### src/rtl/clk_cal_pkg.sv
// Shared BCD helpers for the clock/calendar counters.
// Latency: n/a (types and pure functions only).
// Backpressure: n/a.
package clk_cal_pkg;

    typedef logic [3:0] bcd_t;

    localparam bcd_t BCD_MAX_DIGIT = 4'd9;

    function automatic logic bcd_is_legal(input bcd_t h, input bcd_t l);
        return (h <= BCD_MAX_DIGIT) && (l <= BCD_MAX_DIGIT);
    endfunction

    // Eight bits so non-BCD digits (up to 15*10+15) cannot alias into range.
    function automatic logic [7:0] bcd_to_bin(input bcd_t h, input bcd_t l);
        return ({4'd0, h} * 8'd10) + {4'd0, l};
    endfunction

    function automatic logic [7:0] bin_to_bcd(input int n);
        bcd_t h;
        bcd_t l;
        h = 4'(n / 10);
        l = 4'(n % 10);
        return {h, l};
    endfunction

    function automatic logic bcd_in_range(input logic [7:0] v, input logic [7:0] lo,
                                          input logic [7:0] hi);
        return (v >= lo) && (v <= hi);
    endfunction

endpackage

### src/rtl/bcd2_incdec.sv
// Two-digit BCD increment/decrement; wrap at the field bounds is decided by the parent.
// Latency: combinational.
// Backpressure: none.
module bcd2_incdec
    import clk_cal_pkg::*;
(
    input  bcd_t h,
    input  bcd_t l,
    input  logic dir,
    output bcd_t hNext,
    output bcd_t lNext
);

    always_comb begin
        hNext = h;
        lNext = l;
        if (dir) begin
            if (l >= BCD_MAX_DIGIT) begin
                lNext = 4'd0;
                hNext = h + 4'd1;
            end else begin
                lNext = l + 4'd1;
            end
        end else begin
            if (l == 4'd0) begin
                lNext = BCD_MAX_DIGIT;
                hNext = h - 4'd1;
            end else begin
                lNext = l - 4'd1;
            end
        end
    end

endmodule

### src/rtl/bcd_mod_counter.sv
// Two-digit BCD up/down modulo counter with load, wrap carry and illegal-state flag.
// Latency: count, CO and Err all register on the same CP edge.
// Backpressure: none; EN low holds the count and chains CO into the next field.
module bcd_mod_counter
    import clk_cal_pkg::*;
#(
    parameter int MIN_VAL = 0,
    parameter int MAX_VAL = 23,
    parameter int DYN_MAX = 0
) (
    input  logic       CP,
    input  logic       nCR,
    input  logic       EN,
    input  logic       Dir,
    input  logic       nLD,
    input  logic [3:0] DinH,
    input  logic [3:0] DinL,
    input  logic [3:0] MaxH,
    input  logic [3:0] MaxL,
    output logic [3:0] CntH,
    output logic [3:0] CntL,
    output logic       CO,
    output logic       Err
);

    if (!(MIN_VAL >= 0 && MIN_VAL < MAX_VAL && MAX_VAL <= 99)) begin : gBadParams
        $fatal(1, "bcd_mod_counter: need 0 <= MIN_VAL < MAX_VAL <= 99");
    end

    localparam logic [7:0] MIN_BIN = 8'(MIN_VAL);
    localparam logic [7:0] MAX_BIN = 8'(MAX_VAL);
    localparam logic [7:0] MIN_BCD = bin_to_bcd(MIN_VAL);
    localparam logic [7:0] MAX_BCD = bin_to_bcd(MAX_VAL);

    logic [7:0] curBin;
    logic [7:0] dinBin;
    logic [7:0] maxBin;
    logic [7:0] effMaxBin;
    logic [7:0] effMaxBcd;
    logic       dynOk;
    logic       curLegal;
    logic       dinLegal;
    bcd_t       stepH;
    bcd_t       stepL;

    assign curBin = bcd_to_bin(CntH, CntL);
    assign dinBin = bcd_to_bin(DinH, DinL);
    assign maxBin = bcd_to_bin(MaxH, MaxL);

    // A runtime bound that is non-BCD or not above MIN_VAL falls back to MAX_VAL.
    assign dynOk     = (DYN_MAX != 0) && bcd_is_legal(MaxH, MaxL) && (maxBin > MIN_BIN);
    assign effMaxBin = dynOk ? maxBin : MAX_BIN;
    assign effMaxBcd = dynOk ? {MaxH, MaxL} : MAX_BCD;

    assign curLegal = bcd_is_legal(CntH, CntL) && bcd_in_range(curBin, MIN_BIN, effMaxBin);
    assign dinLegal = bcd_is_legal(DinH, DinL) && bcd_in_range(dinBin, MIN_BIN, effMaxBin);

    bcd2_incdec uIncDec (
        .h     (CntH),
        .l     (CntL),
        .dir   (Dir),
        .hNext (stepH),
        .lNext (stepL)
    );

    always_ff @(posedge CP or negedge nCR) begin
        if (!nCR) begin
            {CntH, CntL} <= MIN_BCD;
            CO           <= 1'b0;
            Err          <= 1'b0;
        end else begin
            CO  <= 1'b0;
            Err <= 1'b0;
            if (EN) begin
                if (!nLD) begin
                    if (dinLegal) begin
                        {CntH, CntL} <= {DinH, DinL};
                    end else begin
                        {CntH, CntL} <= MIN_BCD;
                        Err          <= 1'b1;
                    end
                end else if (!curLegal) begin
                    {CntH, CntL} <= MIN_BCD;
                    Err          <= 1'b1;
                end else if (Dir && (curBin == effMaxBin)) begin
                    {CntH, CntL} <= MIN_BCD;
                    CO           <= 1'b1;
                end else if (!Dir && (curBin == MIN_BIN)) begin
                    {CntH, CntL} <= effMaxBcd;
                    CO           <= 1'b1;
                end else begin
                    {CntH, CntL} <= {stepH, stepL};
                end
            end
        end
    end

endmodule

### config.mk
export PLATFORM = sky130hd
export DESIGN_NAME = bcd_mod_counter
export DESIGN_NICKNAME = d
export VERILOG_FILES = /design/src/rtl/clk_cal_pkg.sv /design/src/rtl/bcd2_incdec.sv /design/src/rtl/bcd_mod_counter.sv
export SDC_FILE = /design/constraint.sdc
export NUM_CORES = 1
export LEC_CHECK = 0
export CORE_MARGIN = 3
export CORE_UTILIZATION = 47
export DETAILED_ROUTE_END_ITERATION = 6
export GPL_TIMING_DRIVEN = 0
export PLACE_DENSITY_LB_ADDON = 0.08
export SYNTH_ARGS = -nofsm -noshare
export SYNTH_HDL_FRONTEND = slang
export SYNTH_SLANG_ARGS = --single-unit
### constraint.sdc
create_clock -name CP -period 2.7 [get_ports CP]
set_input_delay 0.54 -clock CP [delete_from_list [all_inputs] [get_ports CP]]
set_output_delay 0.54 -clock CP [all_outputs]
set_load 0.02 [all_outputs]
==> reports/qor.txt <==
Run status: finished, violations left
Failing checks: setup timing
Area contributors post-synth: dfrtp_1 16%, ha_1 15%, fa_1 6.4%
Number of flops mapped to enable cells by yosys: 0
Vias in the first global route: 1,459
Post-synthesis sequential area ratio: 16.1%
CTS tree: built
First-pass GRT wire length: 6990 microns
Final Non-Filler Cells: 260
Worst r2r path cells: 8
Final ANT Viol Nets: 0
Vert. Die Dim: 63.6 microns
Slew at the pin closest to its max-slew limit: 0.467 ns
Net count, final: 262
Max_cap viols: 0
Global Route Usage Sum: 21.3%
Most common cell after layout, fill and taps aside: clkdlybuf4s50_1
Final setup violation count: 4
Pwr/cell area: 978 mW/mm^2
DP Wirelength: 3090 microns
Diode count: 0
Tmin final: 2.72 ns
Mapped Cells: 178
Boundary Pins: 31
Register bit total from synthesis: 10
Die footprint: 0.00404 sq mm
Most frequent cells in the layout: 16 x clkdlybuf4s50_1, 14 x buf_4, 13 x ha_1
Syn avg cell area: 8.75 sq um
Synth Flop Type: dfrtp_1
Clk_lat worst skew: 0.28 ns
Area Growth Syn to Fin: 37.3%
CP endpoint kind: register
Routed via count: 1,552
Placed cells: 243
Cell Rows: 20
CTS H-tree depth: 1
Final count of pins violating max slew: 0
CP Class: reg2reg
IO buf count: 21
Final period util: 101%
Synth warnings: 0
Worst path required time: 2.86 ns
Number of fillers in the final layout: 273
Wire length per cell: 16.4 microns
Total grt overflow: 0
Clk_skew: 0.0124 ns
Cell Area, Synth: 0.00156 sq mm
Setup TNS: -0.0357 ns
Vias per cell: 5.97
Fmax: 368 MHz
Drt drc: 0
Critical Path AT: 2.88 ns
Die Span X: 63.6 microns
Largest net degree at the start of global routing: 11
Hold buffers post-CTS: 0
Total Wirelength: 4270 microns
Reg-to-Reg Start: CntH[3]
Fraction of registers with async set/reset: 100%
Final Hold Vio Count: 0
Worst setup SP type: register
Dominant cell type by area after synthesis: dfrtp_1
Yosys top cell area share: 16.1%
TritonCTS buffer count: 3
Peak VDD IR: 513 uV
Initial drt markers: 71
CTS clk-pin slew, worst paths: 0.08 ns
Setup WS post-layout: -0.0209 ns
Netlist cell types: 61
Root Buffer: clkbuf_4
HP Class: in2async
Post-Place Worst Slack: -0.732 ns
Initial Util: 50.2%
Initial antenna violation count: 0
Clock Tree Buf Depth: 2
Slew HR: 68.8%
DRT Pass-1 Iters: 4
Syn Nets: 223
Critical Path Fanout Max: 4
Routability cong.: 0.874
Share of cells above drive strength 1: 29.2%
Reg-to-reg endpoint: CntH[1]
Unrepaired setup endpoints after global routing: yes
Reg2reg setup slack: -0.02 ns
# clock sinks: 10
Core Box Area: 0.00310 sq mm
P_leak: 0.907 nW
Total Power: 2.09 mW
final cells by class:
cell class,count,area [sq um],area share [%]
inverters,11,41.3,1.93
well taps,44,55.1,2.57
clock buffers,4,36.3,1.70
multi-input cells,147,1410,65.7
plain buffers,10,52.6,2.46
flip-flops and latches,10,256,12.0
repair buffers,34,292,13.6
state kept, by name, indices dropped and copies added (netlist names):
register  count
Err           1
CO            1
CntL          4
CntH          4
worst max path at each step:
stage                 start      end  slack (ns)  depth (start not counted)
detailed placement  DinH[1]  CntL[3]       -0.73                         10
global route        CntH[3]  CntH[3]       -0.09                          9
floorplan           CntH[1]  CntH[1]        0.01                          9
finish              CntH[3]  CntH[1]       -0.02                          8
CTS                 DinH[1]  CntH[1]       0.001                         10
global placement    DinH[1]  CntH[1]       -0.70                         10
routing by layer:
| layer | routed length, microns | global-route usage (%) |
|---|---|---|
| met1 | 2020 | 30.1 |
| met2 | 1990 | 34.0 |
| met3 | 214 | 3.74 |
| met4 | 43 | 4.31 |
| met5 | 0 | 0 |
logic make-up after synthesis:
group / after synthesis / synth area share, %
AO/OA/AOI/OAI: 58 / 27.2
AND/OR/NAND/NOR: 53 / 20.6
adder cells (fa/ha/maj): 24 / 21.7
buffers and inverters: 21 / 5.86
flip-flops: 10 / 16.1
XOR/XNOR: 9 / 5.94
multiplexers: 3 / 2.65
power by group:
part           switching (mW)  leakage (nW)  total [mW]  internal, mW
Clock                  0.0589        0.0210       0.141        0.0821
Combinational           0.853         0.765        1.67         0.821
Sequential             0.0742         0.122       0.278         0.204
critical path, stage by stage (launching register included):
cell and delay [ns]:
dfrtp_2 0.43, ha_4 0.25, ha_4 0.16, fa_2 0.61, and3_4 0.21, a31oi_4 0.09
nor4_4 0.41, a21oi_2 0.13, mux2_4 0.30
stage by stage:
stage / utilization (%) / hold slack [ns] / instance area [sq um]
6_report: 69.0 / 0.573 / 2140
5_1_grt: 69.0 / 0.607 / 2140
4_1_cts: 65.0 / 0.588 / 2020
3_5_place_dp: 59.4 / 0.695 / 1840
3_3_place_gp: 59.4 / 0.701 / 1840
2_1_floorplan: - / 0.244 / 1580
cell usage after synthesis, drive strengths merged, types with 2 or more instances:
| cell type | n |
|---|---|
| xor2 | 3 |
| inv | 10 |
| a32oi | 2 |
| nand4 | 5 |
| nand3b | 2 |
| o21ai | 9 |
| buf | 6 |
| and2 | 2 |
| mux2 | 3 |
| and3 | 5 |
| a31oi | 5 |
| nor2 | 6 |
| a211oi | 4 |
| nor3 | 3 |
| nand2 | 7 |
| nand3 | 9 |
| or3b | 2 |
| or2 | 2 |
| ha | 19 |
| xnor2 | 5 |
| nand2b | 2 |
| nand4b | 2 |
| dfrtp | 10 |
| nor4 | 2 |
| a211o | 2 |
| o211ai | 3 |
| a2bb2oi | 2 |
| a21oi | 9 |
| clkbuf | 4 |
| fa | 5 |
| a21o | 8 |
| o21ba | 2 |
timing repair:
action	in CTS	in global routing
pin swaps	8	16
setup endpoints to repair	10	9
gates cloned	0	1
buffers inserted	6	6
resized for setup	27	20
Power figures use the tool's default switching activity.
